`config.mk`:
```
export PLATFORM = sky130hd
export DESIGN_NAME = rvh_l1d_ptw_req_arb_flat
export DESIGN_NICKNAME = d
export VERILOG_FILES = /design/src/rtl/rvh_l1d_ptw_req_arb_if.sv /design/src/rtl/rvh_l1d_ptw_req_arb.sv /design/src/flat_wrapper.sv
export SDC_FILE = /design/constraint.sdc
export NUM_CORES = 1
export LEC_CHECK = 0
export ABC_CLOCK_PERIOD_IN_PS = 3300
export CAP_MARGIN = 20
export CORE_AREA = 5 5 116 118
export DETAILED_ROUTE_END_ITERATION = 8
export DIE_AREA = 0 0 121 123
export GPL_TIMING_DRIVEN = 0
export PLACE_DENSITY_LB_ADDON = 0.3
export SYNTH_ARGS = -nofsm -noshare
export SYNTH_HDL_FRONTEND = slang
export SYNTH_SLANG_ARGS = --single-unit
export TNS_END_PERCENT = 20
```
`constraint.sdc`:
```
create_clock -name clk -period 3.3 [get_ports clk]
set_clock_uncertainty 0.2 [all_clocks]
set_input_delay 0.495 -clock clk [delete_from_list [all_inputs] [get_ports clk]]
set_output_delay 0.495 -clock clk [all_outputs]
set_load 0.005 [all_outputs]
```
`src/rtl/rvh_l1d_ptw_req_arb_if.sv`:
```
// rvh_l1d_ptw_req_arb_if: walk, replay, L1D and response handshakes around the PTW request arbiter
interface rvh_l1d_ptw_req_arb_if #(
    parameter int PTW_ID_WIDTH = 4,
    parameter int PADDR_WIDTH  = 56
);
    logic                    ptw_req_vld_i;
    logic [PTW_ID_WIDTH-1:0] ptw_req_id_i;
    logic [PADDR_WIDTH-1:0]  ptw_req_paddr_i;
    logic                    ptw_req_rdy_o;
    logic                    ptw_walk_req_vld_o;
    logic [PTW_ID_WIDTH-1:0] ptw_walk_req_id_o;
    logic [PADDR_WIDTH-1:0]  ptw_walk_req_addr_o;
    logic                    replay_req_vld_i;
    logic [PTW_ID_WIDTH-1:0] replay_req_id_i;
    logic [PADDR_WIDTH-1:0]  replay_req_paddr_i;
    logic                    replay_req_rdy_o;
    logic                    l1d_req_vld_o;
    logic [PTW_ID_WIDTH-1:0] l1d_req_id_o;
    logic [PADDR_WIDTH-1:0]  l1d_req_paddr_o;
    logic                    l1d_req_is_replay_o;
    logic                    l1d_req_rdy_i;
    logic                    ptw_walk_resp_vld_i;
    logic                    ptw_walk_resp_rdy_i;

    modport master (
        output ptw_req_vld_i, ptw_req_id_i, ptw_req_paddr_i,
        output replay_req_vld_i, replay_req_id_i, replay_req_paddr_i,
        output l1d_req_rdy_i, ptw_walk_resp_vld_i, ptw_walk_resp_rdy_i,
        input  ptw_req_rdy_o, ptw_walk_req_vld_o, ptw_walk_req_id_o, ptw_walk_req_addr_o,
        input  replay_req_rdy_o, l1d_req_vld_o, l1d_req_id_o, l1d_req_paddr_o, l1d_req_is_replay_o
    );

    modport slave (
        input  ptw_req_vld_i, ptw_req_id_i, ptw_req_paddr_i,
        input  replay_req_vld_i, replay_req_id_i, replay_req_paddr_i,
        input  l1d_req_rdy_i, ptw_walk_resp_vld_i, ptw_walk_resp_rdy_i,
        output ptw_req_rdy_o, ptw_walk_req_vld_o, ptw_walk_req_id_o, ptw_walk_req_addr_o,
        output replay_req_rdy_o, l1d_req_vld_o, l1d_req_id_o, l1d_req_paddr_o, l1d_req_is_replay_o
    );
endinterface

```
`src/rtl/rvh_l1d_ptw_req_arb.sv`:
```
// rvh_l1d_ptw_req_arb: issues one PTW walk at a time to L1D and re-issues replays until the walk response
module rvh_l1d_ptw_req_arb #(
    parameter int PTW_ID_WIDTH   = 4,
    parameter int PADDR_WIDTH    = 56,
    parameter int TIMEOUT_CYCLES = 1024
) (
    input  logic                clk,
    input  logic                rst,
    rvh_l1d_ptw_req_arb_if.slave bus,
    output logic [3:0]          replay_cnt_o,
    output logic                err_timeout_o
);
    localparam int WD_W = $clog2(TIMEOUT_CYCLES);
    localparam logic [WD_W-1:0] WD_MAX = WD_W'(TIMEOUT_CYCLES - 1);

    typedef enum logic [1:0] {IDLE, NEW_ISSUE, WAIT_RESP, RPL_ISSUE} state_e;

    state_e                  state_q, state_d;
    logic                    vld_q, is_rpl_q, err_q, err_d;
    logic [PTW_ID_WIDTH-1:0] id_q;
    logic [PADDR_WIDTH-1:0]  paddr_q;
    logic [3:0]              cnt_q, cnt_d;
    logic [WD_W-1:0]         wd_q, wd_d;
    logic                    resp_hs, l1d_hs, cap_new, cap_rpl, ptw_rdy, rpl_rdy, wd_clr, wd_run;

    assign resp_hs = bus.ptw_walk_resp_vld_i & bus.ptw_walk_resp_rdy_i;
    assign l1d_hs  = vld_q & bus.l1d_req_rdy_i;

    always_comb begin
        state_d = state_q;
        ptw_rdy = 1'b0;
        rpl_rdy = 1'b0;
        cap_new = 1'b0;
        cap_rpl = 1'b0;
        case (state_q)
            IDLE: begin
                ptw_rdy = 1'b1;
                cap_new = bus.ptw_req_vld_i;
                state_d = bus.ptw_req_vld_i ? NEW_ISSUE : IDLE;
            end
            NEW_ISSUE: state_d = bus.l1d_req_rdy_i ? WAIT_RESP : NEW_ISSUE;
            WAIT_RESP: begin
                // a response in the same cycle as a replay request wins; the replay is dropped
                rpl_rdy = ~resp_hs;
                cap_rpl = ~resp_hs & bus.replay_req_vld_i;
                state_d = resp_hs ? IDLE : cap_rpl ? RPL_ISSUE : WAIT_RESP;
            end
            default: state_d = resp_hs ? IDLE : bus.l1d_req_rdy_i ? WAIT_RESP : RPL_ISSUE;
        endcase
    end

    assign cnt_d = cap_new ? 4'd0 : (cap_rpl && cnt_q != 4'hf) ? cnt_q + 4'd1 : cnt_q;

    // the watchdog saturates at its last value; the error flag is sticky until reset
    assign wd_clr = l1d_hs | resp_hs | (state_d == IDLE);
    assign wd_run = (state_q != IDLE) & ~wd_clr;
    assign wd_d   = wd_clr ? '0 : (wd_run && wd_q != WD_MAX) ? wd_q + 1'b1 : wd_q;
    assign err_d  = err_q | (wd_run & (wd_q == WD_MAX));

    always_ff @(posedge clk) begin
        if (rst) begin
            state_q  <= IDLE;
            vld_q    <= 1'b0;
            is_rpl_q <= 1'b0;
            cnt_q    <= 4'd0;
            wd_q     <= '0;
            err_q    <= 1'b0;
        end else begin
            state_q  <= state_d;
            vld_q    <= (state_d == NEW_ISSUE) | (state_d == RPL_ISSUE);
            is_rpl_q <= cap_new ? 1'b0 : cap_rpl ? 1'b1 : is_rpl_q;
            cnt_q    <= cnt_d;
            wd_q     <= wd_d;
            err_q    <= err_d;
        end
    end

    always_ff @(posedge clk) begin
        if (cap_new | cap_rpl) begin
            id_q    <= cap_new ? bus.ptw_req_id_i : bus.replay_req_id_i;
            paddr_q <= cap_new ? bus.ptw_req_paddr_i : bus.replay_req_paddr_i;
        end
    end

    assign bus.ptw_req_rdy_o       = ptw_rdy;
    assign bus.ptw_walk_req_vld_o  = bus.ptw_req_vld_i & ptw_rdy;
    assign bus.ptw_walk_req_id_o   = bus.ptw_req_id_i;
    assign bus.ptw_walk_req_addr_o = bus.ptw_req_paddr_i;
    assign bus.replay_req_rdy_o    = rpl_rdy;
    assign bus.l1d_req_vld_o       = vld_q;
    assign bus.l1d_req_id_o        = id_q;
    assign bus.l1d_req_paddr_o     = paddr_q;
    assign bus.l1d_req_is_replay_o = is_rpl_q;
    assign replay_cnt_o            = cnt_q;
    assign err_timeout_o           = err_q;

`ifndef SYNTHESIS
    a_no_early_resp: assert property (@(posedge clk) disable iff (rst)
        (state_q == IDLE || state_q == NEW_ISSUE) |-> !resp_hs);
    a_no_early_rpl: assert property (@(posedge clk) disable iff (rst)
        (state_q == IDLE || state_q == NEW_ISSUE) |-> !bus.replay_req_vld_i);
`endif
endmodule
```
`src/flat_wrapper.sv`:
```
// flat-port wrapper written by rule: the top's interface ports become plain ports
module rvh_l1d_ptw_req_arb_flat 
#(
    parameter int PTW_ID_WIDTH   = 4,
    parameter int PADDR_WIDTH    = 56,
    parameter int TIMEOUT_CYCLES = 1024
)
  (clk, rst, replay_cnt_o, err_timeout_o, bus_ptw_req_vld_i, bus_ptw_req_id_i, bus_ptw_req_paddr_i, bus_replay_req_vld_i, bus_replay_req_id_i, bus_replay_req_paddr_i, bus_l1d_req_rdy_i, bus_ptw_walk_resp_vld_i, bus_ptw_walk_resp_rdy_i, bus_ptw_req_rdy_o, bus_ptw_walk_req_vld_o, bus_ptw_walk_req_id_o, bus_ptw_walk_req_addr_o, bus_replay_req_rdy_o, bus_l1d_req_vld_o, bus_l1d_req_id_o, bus_l1d_req_paddr_o, bus_l1d_req_is_replay_o);
  rvh_l1d_ptw_req_arb_if #(.PTW_ID_WIDTH(PTW_ID_WIDTH), .PADDR_WIDTH(PADDR_WIDTH)) bus_i ();
  input  logic clk;
  input  logic rst;
  output logic [3:0] replay_cnt_o;
  output logic err_timeout_o;
  input wire logic [$bits(bus_i.ptw_req_vld_i)-1:0] bus_ptw_req_vld_i;
  input wire logic [$bits(bus_i.ptw_req_id_i)-1:0] bus_ptw_req_id_i;
  input wire logic [$bits(bus_i.ptw_req_paddr_i)-1:0] bus_ptw_req_paddr_i;
  input wire logic [$bits(bus_i.replay_req_vld_i)-1:0] bus_replay_req_vld_i;
  input wire logic [$bits(bus_i.replay_req_id_i)-1:0] bus_replay_req_id_i;
  input wire logic [$bits(bus_i.replay_req_paddr_i)-1:0] bus_replay_req_paddr_i;
  input wire logic [$bits(bus_i.l1d_req_rdy_i)-1:0] bus_l1d_req_rdy_i;
  input wire logic [$bits(bus_i.ptw_walk_resp_vld_i)-1:0] bus_ptw_walk_resp_vld_i;
  input wire logic [$bits(bus_i.ptw_walk_resp_rdy_i)-1:0] bus_ptw_walk_resp_rdy_i;
  output wire logic [$bits(bus_i.ptw_req_rdy_o)-1:0] bus_ptw_req_rdy_o;
  output wire logic [$bits(bus_i.ptw_walk_req_vld_o)-1:0] bus_ptw_walk_req_vld_o;
  output wire logic [$bits(bus_i.ptw_walk_req_id_o)-1:0] bus_ptw_walk_req_id_o;
  output wire logic [$bits(bus_i.ptw_walk_req_addr_o)-1:0] bus_ptw_walk_req_addr_o;
  output wire logic [$bits(bus_i.replay_req_rdy_o)-1:0] bus_replay_req_rdy_o;
  output wire logic [$bits(bus_i.l1d_req_vld_o)-1:0] bus_l1d_req_vld_o;
  output wire logic [$bits(bus_i.l1d_req_id_o)-1:0] bus_l1d_req_id_o;
  output wire logic [$bits(bus_i.l1d_req_paddr_o)-1:0] bus_l1d_req_paddr_o;
  output wire logic [$bits(bus_i.l1d_req_is_replay_o)-1:0] bus_l1d_req_is_replay_o;
  assign bus_i.ptw_req_vld_i = bus_ptw_req_vld_i;
  assign bus_i.ptw_req_id_i = bus_ptw_req_id_i;
  assign bus_i.ptw_req_paddr_i = bus_ptw_req_paddr_i;
  assign bus_i.replay_req_vld_i = bus_replay_req_vld_i;
  assign bus_i.replay_req_id_i = bus_replay_req_id_i;
  assign bus_i.replay_req_paddr_i = bus_replay_req_paddr_i;
  assign bus_i.l1d_req_rdy_i = bus_l1d_req_rdy_i;
  assign bus_i.ptw_walk_resp_vld_i = bus_ptw_walk_resp_vld_i;
  assign bus_i.ptw_walk_resp_rdy_i = bus_ptw_walk_resp_rdy_i;
  assign bus_ptw_req_rdy_o = bus_i.ptw_req_rdy_o;
  assign bus_ptw_walk_req_vld_o = bus_i.ptw_walk_req_vld_o;
  assign bus_ptw_walk_req_id_o = bus_i.ptw_walk_req_id_o;
  assign bus_ptw_walk_req_addr_o = bus_i.ptw_walk_req_addr_o;
  assign bus_replay_req_rdy_o = bus_i.replay_req_rdy_o;
  assign bus_l1d_req_vld_o = bus_i.l1d_req_vld_o;
  assign bus_l1d_req_id_o = bus_i.l1d_req_id_o;
  assign bus_l1d_req_paddr_o = bus_i.l1d_req_paddr_o;
  assign bus_l1d_req_is_replay_o = bus_i.l1d_req_is_replay_o;
  rvh_l1d_ptw_req_arb #(.PTW_ID_WIDTH(PTW_ID_WIDTH), .PADDR_WIDTH(PADDR_WIDTH), .TIMEOUT_CYCLES(TIMEOUT_CYCLES)) u_core (.clk(clk), .rst(rst), .bus(bus_i), .replay_cnt_o(replay_cnt_o), .err_timeout_o(err_timeout_o));
endmodule
```
# Word level (Yosys, flattened, before mapping)
# Index checks and enable logic that the tools add are counted.
[totals] register_bits=79 latchBits=0 mem_bits_rw=0 mem_bits_ro=0 inputBits=127 output_inout_bits=130 word_cells=50 n_memories=0
[op_classes] addsub=2 n_mul=0 div_mod_pow=0 order_cmp=0 eq_ne=7 shift=0 n_mux=13 bitwise_logic=13 reduce_logical=7
[ops] cell="$mux W56" count=1
[ops] cell="$add A10 B1 Y10 const B" count=1
[ops] cell="$eq A10 B10 Y1 const B" count=1
[ops] cell="$ne A10 B10 Y1 const B" count=1
[ops] cell="$mux W1" count=7
[ops] cell="$and A1 B1 Y1" count=6
[ops] cell="$mux W2" count=3
[ops] cell="$pmux W2 S3" count=1
[ops] cell="$or A1 B1 Y1" count=5
[ops] cell="$add A4 B1 Y4 const B" count=1
[ops] cell="$eq A2 B1 Y1 const B" count=2
[ops] cell="$eq A2 B2 Y1 const B" count=2
[ops] cell="$logic_not A2 Y1" count=2
[ops] cell="$mux W4" count=1
[ops] cell="$ne A4 B4 Y1 const B" count=1
[ops] cell="$reduce_or A2 Y1" count=2
[ops] cell="$logic_and A1 B1 Y1" count=2
[ops] cell="$not A1 Y1" count=2
[ops] cell="$reduce_bool A2 Y1" count=1

# Longest topological paths before layout
[depth] ltp_word=12 mapped_depth=7 mapped_depth_nobuf=5

# Least setup slack after synthesis
# OpenSTA, ideal clock, no wires.
[synth_path] path_type="reg2reg" startpoint="register u_core.state_q[0]" endpoint="register u_core.id_q[0] (netlist: u_core.bus.l1d_req_id_o[0]) (enable)" setup_ps=428 arrival_time_ps=2787 required_ps=2672 setup_slack_ps=-115 path_stages_with_launch=8 n_path_buf=3 period_less_slack_ps=3415 path_cell_list="dfxtp_1 -> or2_0 -> buf_4 -> inv_1 -> and2_1 -> buf_2 -> buf_4 -> nand2b_1"
[synth_via] elab_chain_cells=3 elab_cells_between_ends=5 classes_between="1 x eq/ne; 2 x mux; 1 x bitwise; 1 x reduce/logical"
[synth_rtl] item="start, declared" line_no="rvh_l1d_ptw_req_arb.sv:18" source="state_e state_q, state_d;"
[synth_rtl] item="start signal, assigned" line_no="rvh_l1d_ptw_req_arb.sv:69" source="state_q <= state_d;"
[synth_rtl] item="$eq A2 B2 Y1 or $logic_not A2 Y1 (tied branches)" line_no="rvh_l1d_ptw_req_arb.sv:35" source="case (state_q)"
[synth_rtl] item="$mux W1" line_no="rvh_l1d_ptw_req_arb.sv:35"
[synth_rtl] item="$or A1 B1 Y1 (*)" line_no="rvh_l1d_ptw_req_arb.sv:79" source="if (cap_new | cap_rpl) begin"
[synth_rtl] item="end signal, assigned" line_no="rvh_l1d_ptw_req_arb.sv:80" source="id_q <= cap_new ? bus.ptw_req_id_i : bus.replay_req_id_i;"
[synth_rtl] item="end, declared" line_no="rvh_l1d_ptw_req_arb.sv:20" source="logic [PTW_ID_WIDTH-1:0] id_q;"
# Mark *: on every way between the ends. The rest lies on a longest branch, timed or not.
# A chain may end at the register's enable or synchronous reset.

# Worst setup path in the final report
[layout_path] startpoint="register u_core.state_q[0]" endpoint="output bus_ptw_walk_req_vld_o"
[layout_via] elab_chain_cells=3
[layout_rtl] item="$logic_not A2 Y1" line_no="rvh_l1d_ptw_req_arb.sv:35"
[layout_rtl] item="$mux W1" line_no="rvh_l1d_ptw_req_arb.sv:35"
[layout_rtl] item="$and A1 B1 Y1" line_no="rvh_l1d_ptw_req_arb.sv:86" source="assign bus.ptw_walk_req_vld_o = bus.ptw_req_vld_i & ptw_rdy;"
[layout_rtl] item="end, declared" line_no="flat_wrapper.sv:24" source="output wire logic [$bits(bus_i.ptw_walk_req_vld_o)-1:0] bus_ptw_walk_req_vld_o;"
# Every way passes these cells.

==> results.cfg <==
[outcome]
status = complete, no violations

[sta]
min_period_ns = 3.06
hold_violations = 0
whs_ns = 0.273
grt_setup_unrepaired = no
slew-limit-headroom_pct = 42.8
setup_violations = 0
worstMarginPinSlew_ns = 0.858
maxSlewViolCount = 0
min_period_over_period_pct = 92.7
fmax_ghz = 0.327

[global_routing]
antenna_found_initial = 1
grt_pass1_vias = 3372
grt_pass1_wl_um = 18400
gr-total-overflow = 0
grt_use_total_pct = 16.2
grt_max_degree = 61

[yosys]
syn-num-nets = 431
synth_warnings = 0
yosys.area.top_type = edfxtp_1
yosysUniqueCellTypes = 39
syn_area_um2 = 3920
yosysSeqAreaShare_pct = 55.1
ys_async_sr_fraction_pct = 0
yosys-top-cells-count = buf_4, edfxtp_1, mux2_2
syn_avg_cell_area_um2 = 13.0
synth_ff_type = edfxtp_1
syn_inst = 302
synth-seq-cells = 78
yosysTopAreaCellShare_pct = 45.9
synth.area.top_cells = edfxtp_1, mux2_2, buf_4, dfxtp_1, nand3_1
synth_edf_count = 60
yosysMostFrequentCell = buf_4

[placed_design]
port_buffers = 256
dpl.hpwl_um = 10300
dp_cells = 730
routabilityCongestion = 0.803

[finish]
nFillCells = 1082
drive_above_1_share_pct = 25.3
area_delta_synth_final_pct = 78.2
num_antenna_cells = 0
layoutNonFillerInstCount = 746
nets = 698

[critical_path]
cp.depth = 7
path_common_cell = buf_4
critical-path-slowest-cell = clkdlybuf4s50_1
cp_top_family = buffers and inverters
cp.arrival_ns = 2.36
startpoint_type = register
cpPeakStageDelay_ns = 0.53
reg2reg_depth = 7
crit_type = reg -> out
path_cells = or2_0 > buf_4 > inv_1 > and2_1 > buf_2 > buf_4 > clkdlybuf4s50_1
crit_required_ns = 2.60
crit_buf_inv = 5
path_max_fanout = 10
setup.worst_path.end_class = primary output

[drt]
wl_um = 12700
vias = 3341
drt-pass1-iter-count = 4
wl_per_cell_um = 17.1
drc = 0
viasPerCell = 4.48
drt_iter0_markers = 86
antenna_left = 0

[worst_hold_path]
hold_depth = 2
hold_path.class = reg -> reg

[clock_network]
ctsRootBufferMaster = clkbuf_16
clkSlewWorstSetupHoldPaths_ns = 0.06
cts.htree.levels = 3
postCtsSetupRepairBufs = 0
cts_buffer_depth = 2
clock-sinks = 78
clkLatencyLatePin_ns = 0.33
holdBufCountCts = 0
cts_tree = yes
post_cts_resized = 0
cts_buffers = 9

[power_and_ir_drop]
p_leak_nw = 2.61
irDropWorstVdd_v = 0.000229
powerDensity_nw_per_um2 = 403
power.total_mw = 2.82

[floorplan]
num_rows = 41
die_w_um = 121
ios = 257
core_area_um2 = 12400
fp.dieH_um = 123
start_util_pct = 31.7
die_area_um2 = 14900

[job]
drv_cap = 0
## layout by cell type, fill, tap and decap left out, drive strengths merged, types with 3 or more instances in the layout
| cell type | instances |
|---|---|
| clkinv | 5 |
| and2 | 3 |
| o21ai | 3 |
| or4 | 5 |
| buf | 69 |
| a21oi | 8 |
| nor3 | 4 |
| edfxtp | 60 |
| or2 | 3 |
| o211ai | 3 |
| nand2 | 9 |
| clkbuf | 12 |
| dfxtp | 18 |
| nand3 | 11 |
| nand4 | 4 |
| and3 | 4 |
| o31ai | 5 |
| and4 | 3 |
| nor2 | 9 |
| clkdlybuf4s50 | 256 |
| mux2 | 60 |
## flip-flops by register name (all words and copies together) (netlist names)
signal	flops
u_core.bus.l1d_req_id_o	4
u_core.bus.l1d_req_is_replay_o	1
u_core.bus.l1d_req_paddr_o	56
u_core.err_timeout_o	1
u_core.replay_cnt_o	4
u_core.state_q	2
u_core.wd_q	10
## report_power, final
group	switching, mW	internal (mW)
registers	0.0217	1.16
logic	0.222	0.458
clock network	0.371	0.577
total	0.616	2.20
## metal layers
metal  global-route usage [%]  wire length (um)  share of wire [%]  up-vias
li1                         -                 -                  -     1600
met1                     16.9              4590                 36     1581
met5                        0                 7              0.055        -
met4                     6.16               231                1.8        2
met2                     30.8              6910                 54      145
met3                     4.25               992                7.8       13
## logic make-up (layout without fill, tap and decap cells)
| logic type | after synthesis | after routing | synth area share [%] |
|---|---|---|---|
| multiplexers | 60 | 60 | 17.2 |
| buffers and inverters | 73 | 345 | 13.7 |
| adder cells (fa/ha/maj) | 2 | 2 | 0.638 |
| AO/OA/AOI/OAI | 25 | 25 | 4.24 |
| AND/OR/NAND/NOR | 63 | 63 | 8.90 |
| flip-flops | 78 | 78 | 55.1 |
| XOR/XNOR | 1 | 1 | 0.223 |
## per-stage QoR
step | area, um2 | util (%) | setup slack, ns | setup TNS (ns)
4_1_cts | 6990 | 56.5 | 0.159 | 0
3_5_place_dp | 6710 | 54.3 | 0.270 | 0
3_3_place_gp | 6700 | 54.2 | -0.251 | -14.85
2_1_floorplan | 3930 | - | 0.592 | 0
5_1_grt | 6990 | 56.5 | 0.0608 | 0
6_report | 6990 | 56.5 | 0.242 | 0
## worst min-delay path, delay by kind of cell, from the launching register on
family / cells / cell delay, ns
simple gates: 1 / 0.07
flops: 1 / 0.33
compound gates: 1 / 0.04
## worst paths after layout
path / slack [ns] / endpoint / from
hold reg to reg: 0.27 / u_core.err_timeout_o / u_core.err_timeout_o
setup reg to reg: 0.47 / u_core.bus.l1d_req_paddr_o[6] / u_core.state_q[0]
hold / removal: 0.27 / u_core.err_timeout_o / u_core.err_timeout_o
setup / recovery: 0.24 / bus_ptw_walk_req_vld_o / u_core.state_q[0]
## layout make-up
type	instances	area (um2)	area share (%)
clock buffer	10	229	3.28
multi-input combinational	151	1230	17.6
timing repair buffer	256	2560	36.7
sequential	78	2160	30.9
inverter	2	7.51	0.107
buffer	71	528	7.55
tap	172	215	3.08
clock inverter	6	52.6	0.752
Power figures use the tool's default switching activity.
